--- config.mk ---
export PLATFORM = sky130hd
export DESIGN_NAME = rename_2w
export DESIGN_NICKNAME = d
export VERILOG_FILES = /design/src/rtl/rename_2w.sv
export SDC_FILE = /design/constraint.sdc
export NUM_CORES = 2
export LEC_CHECK = 0
export ABC_AREA = 1
export CORE_UTILIZATION = 46
export CTS_CLUSTER_DIAMETER = 120
export DETAILED_ROUTE_END_ITERATION = 7
export PLACE_DENSITY = 0.68
export SLEW_MARGIN = 25
export SYNTH_ARGS = -nofsm -noshare
export SYNTH_HDL_FRONTEND = slang
export SYNTH_SLANG_ARGS = --single-unit
--- constraint.sdc ---
create_clock -name clk -period 3.95 [get_ports clk]
set_input_delay 0.9875 -clock clk [delete_from_list [all_inputs] [get_ports clk]]
set_output_delay 0.9875 -clock clk [all_outputs]
set_load 0.01 [all_outputs]
--- src/rtl/rename_2w.sv ---
// rename_2w: two-wide register rename stage.
//
// Maps architectural registers to physical registers for up to two decoded
// instructions per cycle (lane 0 is older). Free physical registers live in a
// circular FIFO. Dependencies inside a group are resolved by forwarding lane 0's
// new mapping to lane 1. A committed map, updated at retirement, lets a flush
// restore the precise speculative map in a single cycle. Results are registered
// behind a valid/ready handshake.
//
// Optional feature macro: RENAME_X0_PIN_EN
//   defined   - architectural register 0 is hardwired to physical 0. It is never
//               renamed, it never allocates, and its retirements are ignored.
//   undefined - register 0 is an ordinary register.
//
// Ports:
//   clk, reset_n             clock (rising edge), async active-low reset
//   in_valid[1:0]            per-lane instruction valid (2'b10 is illegal)
//   in_ready                 group accepted when in_valid != 0 && in_ready
//   in_has_rd[1:0]           lane writes a destination register
//   in_rs1/in_rs2/in_rd      per-lane architectural registers, lane n at [n*AW +: AW]
//   out_valid[1:0]           registered per-lane valid
//   out_ready                dispatch accepts the output group
//   out_phys_rs1/rs2/rd      renamed operands, lane n at [n*PW +: PW]
//   out_old_phys_rd          previous mapping of rd, freed when this op retires
//   out_arch_rd              destination copy for the ROB
//   retire_valid[1:0]        per-lane commit (lane 0 older)
//   retire_arch_rd           committed destination
//   retire_phys_rd           committed new mapping
//   retire_old_phys_rd       register returned to the free list
//   flush                    squash all speculative renames
//   free_count               current free-list occupancy
module rename_2w #(
    parameter int NUM_ARCH_REGS = 32,
    parameter int NUM_PHYS_REGS = 64,
    localparam int AW = $clog2(NUM_ARCH_REGS),
    localparam int PW = $clog2(NUM_PHYS_REGS)
) (
    input  logic            clk,
    input  logic            reset_n,
    input  logic [1:0]      in_valid,
    output logic            in_ready,
    input  logic [1:0]      in_has_rd,
    input  logic [2*AW-1:0] in_rs1,
    input  logic [2*AW-1:0] in_rs2,
    input  logic [2*AW-1:0] in_rd,
    output logic [1:0]      out_valid,
    input  logic            out_ready,
    output logic [2*PW-1:0] out_phys_rs1,
    output logic [2*PW-1:0] out_phys_rs2,
    output logic [2*PW-1:0] out_phys_rd,
    output logic [2*PW-1:0] out_old_phys_rd,
    output logic [2*AW-1:0] out_arch_rd,
    input  logic [1:0]      retire_valid,
    input  logic [2*AW-1:0] retire_arch_rd,
    input  logic [2*PW-1:0] retire_phys_rd,
    input  logic [2*PW-1:0] retire_old_phys_rd,
    input  logic            flush,
    output logic [PW:0]     free_count
);

    localparam int NFREE = NUM_PHYS_REGS - NUM_ARCH_REGS;

`ifdef RENAME_X0_PIN_EN
    localparam bit X0_PIN = 1'b1;
`else
    localparam bit X0_PIN = 1'b0;
`endif

    // Architectural state
    logic [PW-1:0] spec_map_q   [NUM_ARCH_REGS];
    logic [PW-1:0] commit_map_q [NUM_ARCH_REGS];
    logic [PW-1:0] commit_map_d [NUM_ARCH_REGS];
    logic [PW-1:0] fifo_q       [NUM_PHYS_REGS];
    logic [PW-1:0] head_q, head_d;
    logic [PW-1:0] tail_q, tail_d;
    logic [PW:0]   count_q, count_d;

    // Output register
    logic [1:0]         out_valid_q;
    logic [1:0][PW-1:0] out_prs1_q, out_prs2_q, out_prd_q, out_oprd_q;
    logic [1:0][AW-1:0] out_ard_q;

    // Per-lane views of the packed ports
    logic [1:0][AW-1:0] rs1_l, rs2_l, rd_l, ret_arch_l;
    logic [1:0][PW-1:0] ret_phys_l, ret_old_l;

    assign rs1_l      = in_rs1;
    assign rs2_l      = in_rs2;
    assign rd_l       = in_rd;
    assign ret_arch_l = retire_arch_rd;
    assign ret_phys_l = retire_phys_rd;
    assign ret_old_l  = retire_old_phys_rd;

    logic               accept;
    logic [1:0]         wr, pop, push;
    logic [PW:0]        n_pop, n_push;
    logic [1:0][PW-1:0] alloc, src1, src2, old_rd, new_rd;

    assign in_ready = !flush && (count_q >= (PW+1)'(2)) &&
                      ((out_valid_q == 2'b00) || out_ready);
    assign accept   = (in_valid != 2'b00) && in_ready;

    always_comb begin
        for (int l = 0; l < 2; l++) begin
            wr[l]   = in_valid[l] && in_has_rd[l] && !(X0_PIN && (rd_l[l] == '0));
            push[l] = retire_valid[l] && !(X0_PIN && (ret_arch_l[l] == '0));
        end
        pop    = accept ? wr : 2'b00;
        n_pop  = (PW+1)'(pop[0]) + (PW+1)'(pop[1]);
        n_push = (PW+1)'(push[0]) + (PW+1)'(push[1]);
    end

    // Rename lookup; lane 1 takes the entry after lane 0 only if lane 0 popped
    always_comb begin
        alloc[0] = fifo_q[head_q];
        alloc[1] = wr[0] ? fifo_q[head_q + PW'(1)] : fifo_q[head_q];
        for (int l = 0; l < 2; l++) begin
            src1[l]   = (X0_PIN && (rs1_l[l] == '0)) ? '0 : spec_map_q[rs1_l[l]];
            src2[l]   = (X0_PIN && (rs2_l[l] == '0)) ? '0 : spec_map_q[rs2_l[l]];
            old_rd[l] = wr[l] ? spec_map_q[rd_l[l]] : '0;
            new_rd[l] = wr[l] ? alloc[l] : '0;
        end
        // Lane 1 must observe lane 0's mapping, which is not yet in spec_map
        if (wr[0]) begin
            if (rs1_l[1] == rd_l[0]) src1[1] = alloc[0];
            if (rs2_l[1] == rd_l[0]) src2[1] = alloc[0];
            if (wr[1] && (rd_l[1] == rd_l[0])) old_rd[1] = alloc[0];
        end
    end

    // Committed map after this cycle's retirements; lane 1 written last so it wins
    always_comb begin
        commit_map_d = commit_map_q;
        for (int l = 0; l < 2; l++) begin
            if (push[l]) commit_map_d[ret_arch_l[l]] = ret_phys_l[l];
        end
    end

    // On flush every in-flight register is reclaimed: the free registers are
    // exactly the last NFREE entries written before the new tail.
    always_comb begin
        tail_d  = tail_q + n_push[PW-1:0];
        count_d = flush ? (PW+1)'(NFREE) : (count_q - n_pop + n_push);
        head_d  = flush ? (tail_d - PW'(NFREE)) : (head_q + n_pop[PW-1:0]);
    end

    always_ff @(posedge clk or negedge reset_n) begin
        if (!reset_n) begin
            head_q  <= '0;
            tail_q  <= PW'(NFREE);
            count_q <= (PW+1)'(NFREE);
        end else begin
            head_q  <= head_d;
            tail_q  <= tail_d;
            count_q <= count_d;
        end
    end

    always_ff @(posedge clk or negedge reset_n) begin
        if (!reset_n) begin
            for (int i = 0; i < NUM_PHYS_REGS; i++) begin
                fifo_q[i] <= (i < NFREE) ? PW'(i + NUM_ARCH_REGS) : '0;
            end
        end else begin
            if (push[0]) fifo_q[tail_q] <= ret_old_l[0];
            if (push[1]) fifo_q[tail_q + PW'(push[0])] <= ret_old_l[1];
        end
    end

    always_ff @(posedge clk or negedge reset_n) begin
        if (!reset_n) begin
            for (int i = 0; i < NUM_ARCH_REGS; i++) begin
                spec_map_q[i]   <= PW'(i);
                commit_map_q[i] <= PW'(i);
            end
        end else begin
            commit_map_q <= commit_map_d;
            if (flush) begin
                spec_map_q <= commit_map_d;
            end else if (accept) begin
                if (wr[0]) spec_map_q[rd_l[0]] <= alloc[0];
                if (wr[1]) spec_map_q[rd_l[1]] <= alloc[1];
            end
        end
    end

    always_ff @(posedge clk or negedge reset_n) begin
        if (!reset_n) begin
            out_valid_q <= '0;
            out_prs1_q  <= '0;
            out_prs2_q  <= '0;
            out_prd_q   <= '0;
            out_oprd_q  <= '0;
            out_ard_q   <= '0;
        end else if (flush) begin
            out_valid_q <= '0;
        end else if (accept) begin
            out_valid_q <= in_valid;
            out_prs1_q  <= src1;
            out_prs2_q  <= src2;
            out_prd_q   <= new_rd;
            out_oprd_q  <= old_rd;
            out_ard_q   <= rd_l;
        end else if (out_ready) begin
            out_valid_q <= '0;
        end
    end

    assign out_valid       = out_valid_q;
    assign out_phys_rs1    = out_prs1_q;
    assign out_phys_rs2    = out_prs2_q;
    assign out_phys_rd     = out_prd_q;
    assign out_old_phys_rd = out_oprd_q;
    assign out_arch_rd     = out_ard_q;
    assign free_count      = count_q;

endmodule
Word level (Yosys, flattened, before mapping)
Cells that the tools add are included.
{"block": "word_totals", "ff_bits": 847, "latch_bits": 0, "ramBits": 0, "rom_bits": 0, "output_inout_bits": 68, "memories": 0}
{"block": "classes", "n_addsub": 9, "mul": 0, "n_div": 0, "magnitude_cmp": 19, "eq_ne": 3, "n_shift": 0, "mux": 69, "bitwise": 13, "reduce_logical": 19}
{"operator": "two-way mux 192 bit", "n": 8}
{"operator": "bitwise mux 192 bit", "n": 4}
{"operator": "bitwise mux 384 bit", "n": 2}
{"operator": "two-way mux 384 bit", "n": 2}
{"operator": "two-way mux 6 bit", "n": 34}
{"operator": "binary-select mux 6 bit (select 5 bit)", "n": 6}
{"operator": "demux 6 bit (select 5 bit)", "n": 4}
{"operator": "binary-select mux 6 bit (select 6 bit)", "n": 2}
{"operator": "demux 6 bit (select 6 bit)", "n": 2}
{"operator": "greater-or-equal comparator 6 bit, second input constant", "n": 8}
{"operator": "NOT 5 -> 6 bit", "n": 8}
{"operator": "greater-or-equal comparator 7 bit, second input constant", "n": 4}
{"operator": "NOT 6 -> 7 bit", "n": 4}
{"operator": "less-than comparator 6 x 1 -> 1 bit, second input constant", "n": 4}
{"operator": "== test 5 bit", "n": 3}
{"operator": "less-than comparator 7 x 1 -> 1 bit, second input constant", "n": 2}
{"operator": "adder 6 x 2 -> 6 bit", "n": 2}
{"operator": "logical AND 1 bit", "n": 12}
{"operator": "two-way mux 2 bit", "n": 4}
{"operator": "adder 7 x 2 -> 7 bit", "n": 1}
{"operator": "greater-or-equal comparator 7 x 2 -> 1 bit, second input constant", "n": 1}
{"operator": "two-way mux 7 bit", "n": 1}
{"operator": "subtractor 7 x 2 -> 7 bit", "n": 1}
{"operator": "adder 6 x 1 -> 6 bit", "n": 1}
{"operator": "other kinds (10)", "n": 12}

Logic depth before layout (Yosys ltp)
{"block": "depth", "depth_word": 13, "mapped_depth": 24, "mapped_depth_nobuf": 23}

Least setup slack after synthesis
No wires, ideal clock.
{"block": "synth_timing", "path_kind": "input port to flip-flop", "start": "input flush", "end": "register count_q[6] (netlist: free_count[6])", "setup_time_ps": 131, "arrival_ps": 3723, "t_required_ps": 3819, "path_slack_ps": 96, "cell_stages": 20, "n_path_buf": 2, "path_cell_list": "clkbuf_1 -> a21oi_1 -> nand2_1 -> nor2_1 -> clkbuf_1 -> ha_1 -> ha_1 -> inv_1 -> ha_1 -> inv_1 -> fa_1 -> inv_1 -> a21oi_1 -> nor2_1 -> nor2_1 -> nor2_1 -> nor2_1 -> o21bai_1 -> xor2_1 -> nor2_1"}
{"block": "synth_via", "elab_chain_cells": 9}
{"item": "start, declared", "line_no": "57", "source": "input logic flush,"}
{"item": "zero test 1 bit", "line_no": "99", "source": "assign in_ready = !flush && (count_q >= (PW+1)'(2)) &&"}
{"item": "logical AND 1 bit (2 in a row)", "line_no": "99"}
{"item": "logical AND 1 bit", "line_no": "101", "source": "assign accept = (in_valid != 2'b00) && in_ready;"}
{"item": "two-way mux 2 bit", "line_no": "108", "source": "pop = accept ? wr : 2'b00;"}
{"item": "adder 1 x 1 -> 2 bit", "line_no": "109", "source": "n_pop = (PW+1)'(pop[0]) + (PW+1)'(pop[1]);"}
{"item": "subtractor 7 x 2 -> 7 bit", "line_no": "143", "source": "count_d = flush ? (PW+1)'(NFREE) : (count_q - n_pop + n_push);"}
{"item": "adder 7 x 2 -> 7 bit", "line_no": "143"}
{"item": "two-way mux 7 bit *", "line_no": "143"}
{"item": "net count_d[6]", "line_no": "76", "source": "logic [PW:0] count_q, count_d;"}
{"item": "end signal, assigned", "line_no": "151", "source": "count_q <= (PW+1)'(NFREE);"}
{"item": "end signal, assigned", "line_no": "155", "source": "count_q <= count_d;"}
{"item": "end, declared", "line_no": "76"}
The timed path passes the listed nets; every way through them passes the cells marked *.
A chain may end at the register's enable or synchronous reset.

Worst setup path in the final report
{"block": "layout_timing", "start": "register head_q[0]", "end": "register spec_map_q[162] (netlist bit)"}
{"block": "layout_via", "elab_chain_cells": 12}
{"item": "start, declared", "line_no": "74", "source": "logic [PW-1:0] head_q, head_d;"}
{"item": "start signal, assigned", "line_no": "149", "source": "head_q <= '0;"}
{"item": "start signal, assigned", "line_no": "153", "source": "head_q <= head_d;"}
{"item": "branches (longest 9 deep; another with adder 6 x 1 -> 6 bit)"}
{"item": "two-way mux 192 bit *", "line_no": "182", "source": "if (wr[1]) spec_map_q[rd_l[1]] <= alloc[1];"}
{"item": "two-way mux 192 bit *", "line_no": "180", "source": "end else if (accept) begin"}
{"item": "two-way mux 192 bit *", "line_no": "178", "source": "if (flush) begin"}
{"item": "end signal, assigned", "line_no": "179", "source": "spec_map_q <= commit_map_d;"}
{"item": "end signal, assigned by index", "line_no": "181", "source": "if (wr[0]) spec_map_q[rd_l[0]] <= alloc[0];"}
{"item": "end signal, assigned by index", "line_no": "182"}
{"item": "end, declared", "line_no": "70", "source": "logic [PW-1:0] spec_map_q [NUM_ARCH_REGS];"}
Every way passes the cells marked *. The select of a mux whose other input is x is not followed.

==> metrics <==
Row Count=~140; post-synth top area share=0.226; static leakage=approximately 32 nW; final setup fails=0; crit-path max FO=57; Clock Power Share=0.181; Tmin final=3840 ps; P_sw=just under 30 mW; most used flip-flop cell after synthesis=dfrtp_1; FF-to-FF path depth=14; peak supply drop=slightly below 0.001 V; Slew headroom=0.267; GRT busiest layer=met2; drt total wl=~330 mm; FF+latch area=0.0215 sq mm; Detailed Route Iter0 Violations=between 10,000 and 15,000; drt first pass iters=8; # DRC=21; total gr overflow=0; most common cell after layout, fill and taps aside=nand2_1; Least-Margin Pin Slew=1100 ps; CTS max path bufs=3; Synth Net Count=roughly 10,000; Die Span X=roughly 370 um; endpoint class of the critical path=flip-flop; Reg-to-Reg Start=head_q[0]; vias in the first global route=slightly below 70,000; grt met2 use=0.653; Fill cells=~14,000; pwr/cell area=about 800 mW/mm^2; MaxCap Viol Count=0; Synth Warn #=0; initial antenna violation count=19; Final Hold Viols=0; Final HPWL DP=~230 mm; count of cell types in the netlist=46; area of the multi-input gates=roughly 0.035 sq mm; synthesized cell area=roughly 0.063 sq mm; final worst path period share=0.972; Avg Cell Area, Syn=about 6.3 sq um; via count=between 70,000 and 80,000; worst skew pair latency=810 ps; CP Launch Point=head_q[0]; Post-Synthesis Cells=between 10,000 and 15,000; hold crit path type=in2async; Core Area=~0.14 sq mm; Die Area=between 0.1 and 0.15 sq mm; Nets=a little over 10,000; fmax=around 260 MHz; area delta synth->final=14.8%; worst reg2reg path endpoint=spec_map_q[162]; setup TNS=0 ps; cts bufs inserted=roughly 100; status=complete, but fails checks; post-synthesis sequential element count=roughly 850; most frequent cells in the layout=2,883 x nand2_1, 1,678 x o21ai_0, 884 x nand3_1, 846 x inv_1, 783 x a21oi_1; htree depth=3; Total GRT Usage=0.462; sequential power share=0.277; clock skew=about 65 ps; EDFF count, synth=0; WP data required=about 4600 ps; Reg2Reg Setup Slack=between 100 and 150 ps; Pins Over Slew Limit=0; largest net degree at the start of global routing=152; layout cells sized above 1=0.115; hold slack=a little under 300 ps; clk sinks=about 850; synth top area cells=dfrtp_1 23%, nand2_1 17%, o21ai_0 13%, dfstp_2 11%, nand3_1 7.0%; Sw Share=0.513; Worst-path clk slew=~60 ps; RSZ-0062 raised after global routing=false; Post-synth ARST share=1.00; root buffer cell=clkbuf_16; post-layout power=~58 mW; failing checks=design-rule violations; sequential area share after synthesis=0.340; first-pass GRT wire length=478 mm; ANT nets after route=0; Die Ht=between 300 and 400 um; final worst slack=109 ps; Port-buffer cells=roughly 140; met3 Usage GRT=0.155; postcts setup bufs=0; final core occ=0.534; CTS tree=done; DR vias/cell=roughly 6.3; Yosys top cell by area=dfrtp_1; Internal Pwr Total=roughly 28 mW; Crit Path Category=reg2reg; CP startpoint kind=flip-flop; GR Util met1=0.577; routed len/inst=~28 um; critical path arrival=about 4500 ps; initial core utilization=0.465; I/O pin cnt=about 140; pre-CTS setup slack=-253 ps; Logic pwr share=0.542; gpl congestion=approximately 1.1
synth_stat cells (2+ instances only):
master        n
a31oi_1       8
nor2_2        9
a22oi_1     144
a21oi_1     784
nand3_1     884
clkbuf_1    487
o221ai_1     65
clkinv_1      9
nor3_2        3
nor3_4        7
nand2_1    2886
xor2_1       13
o211ai_1    126
ha_1         22
a2bb2oi_1     5
buf_1        63
xor2_2        2
nor2_4       17
fa_1          4
dfrtp_1     573
xnor2_1       7
dfstp_2     274
buf_4        69
nand2_2      19
inv_2        39
o21ai_0    1678
nor4_2        5
nor2_1      503
a221oi_1      2
nor3_1       32
buf_2       146
inv_1       857
a22o_1        5
o21ai_1      86
buf_6         9
inv_4         2
nand4_1      16
o22ai_1     142
worst max-delay path, cell delays in order, from the launching register on:
cell and delay (ps):
dfrtp_4 610, buf_12 280, buf_4 370, nand2_1 100, nand3_1 90, a21oi_1 60
nor2_1 330, nand2_1 160, nand3_1 530, nand2_2 320, nand2_2 170, buf_4 330
nand3_1 130, nand2_1 100, nand2_1 60
metal layers:
metal | routed length (um) | vias to the layer above
met3 | 45400 | 1432
li1 | - | 33329
met4 | 31000 | 24
met1 | 121000 | 35089
met2 | 133000 | 5584
met5 | 156 | -
area by class of cell:
| cell class | count | share of cell area |
|---|---|---|
| tap | 1781 | 0.0306 |
| clock buffer | 153 | 0.0410 |
| timing repair buffer | 711 | 0.0926 |
| multi-input combinational | 7480 | 0.483 |
| sequential | 847 | 0.296 |
| antenna | 10 | 0.000344 |
| clock inverter | 41 | 0.00958 |
| inverter | 907 | 0.0469 |
flip-flops by register name (all words and copies together), names as in the netlist:
signal,flops
out_old_phys_rd,12
spec_map_q,192
tail_q,6
out_arch_rd,10
commit_map_q,192
out_phys_rd,12
out_phys_rs2,12
fifo_q,384
head_q,6
free_count,7
out_phys_rs1,12
out_valid,2
per-stage QoR:
step                cells  instance area [sq um]
floorplan           10010                  63400
global placement    11726                  69000
detailed placement  11726                  69000
CTS                 11920                  72700
global route        11922                  72700
finish              11930                  72700
power by group through the flow:
stage / combinational, mW / clock, mW / sequential [mW]
global route: 33.2 / 10.9 / 16.3
detailed placement: 29.8 / 0 / 15.9
global placement: 29.4 / 0 / 15.8
floorplan: 17.8 / 0 / 14.6
CTS: 29.9 / 10.6 / 15.8
finish: 31.5 / 10.5 / 16.0
worst max path at each step:
stage,slack (ps),depth (start not counted),endpoint
after floorplan,100,20,free_count[6]
after global placement,-370,20,free_count[6]
after detailed placement,-250,20,free_count[6]
after CTS,40,8,in_ready
after global routing,20,21,free_count[6]
final,110,14,spec_map_q[162]
kinds of logic after synthesis:
group | Yosys count | share of synthesized area
flip-flops | 847 | 0.340
XOR/XNOR | 22 | 0.00328
buffers and inverters | 1683 | 0.108
AO/OA/AOI/OAI | 3049 | 0.259
adder cells (fa/ha/maj) | 26 | 0.00561
AND/OR/NAND/NOR | 4383 | 0.284
repair_timing:
action / 4_1_cts / 5_1_grt
hold buffers: 0 / 0
gates resized for setup: 0 / 4
endpoints found under the setup margin: 0 / 3
Power figures use the tool's default switching activity.
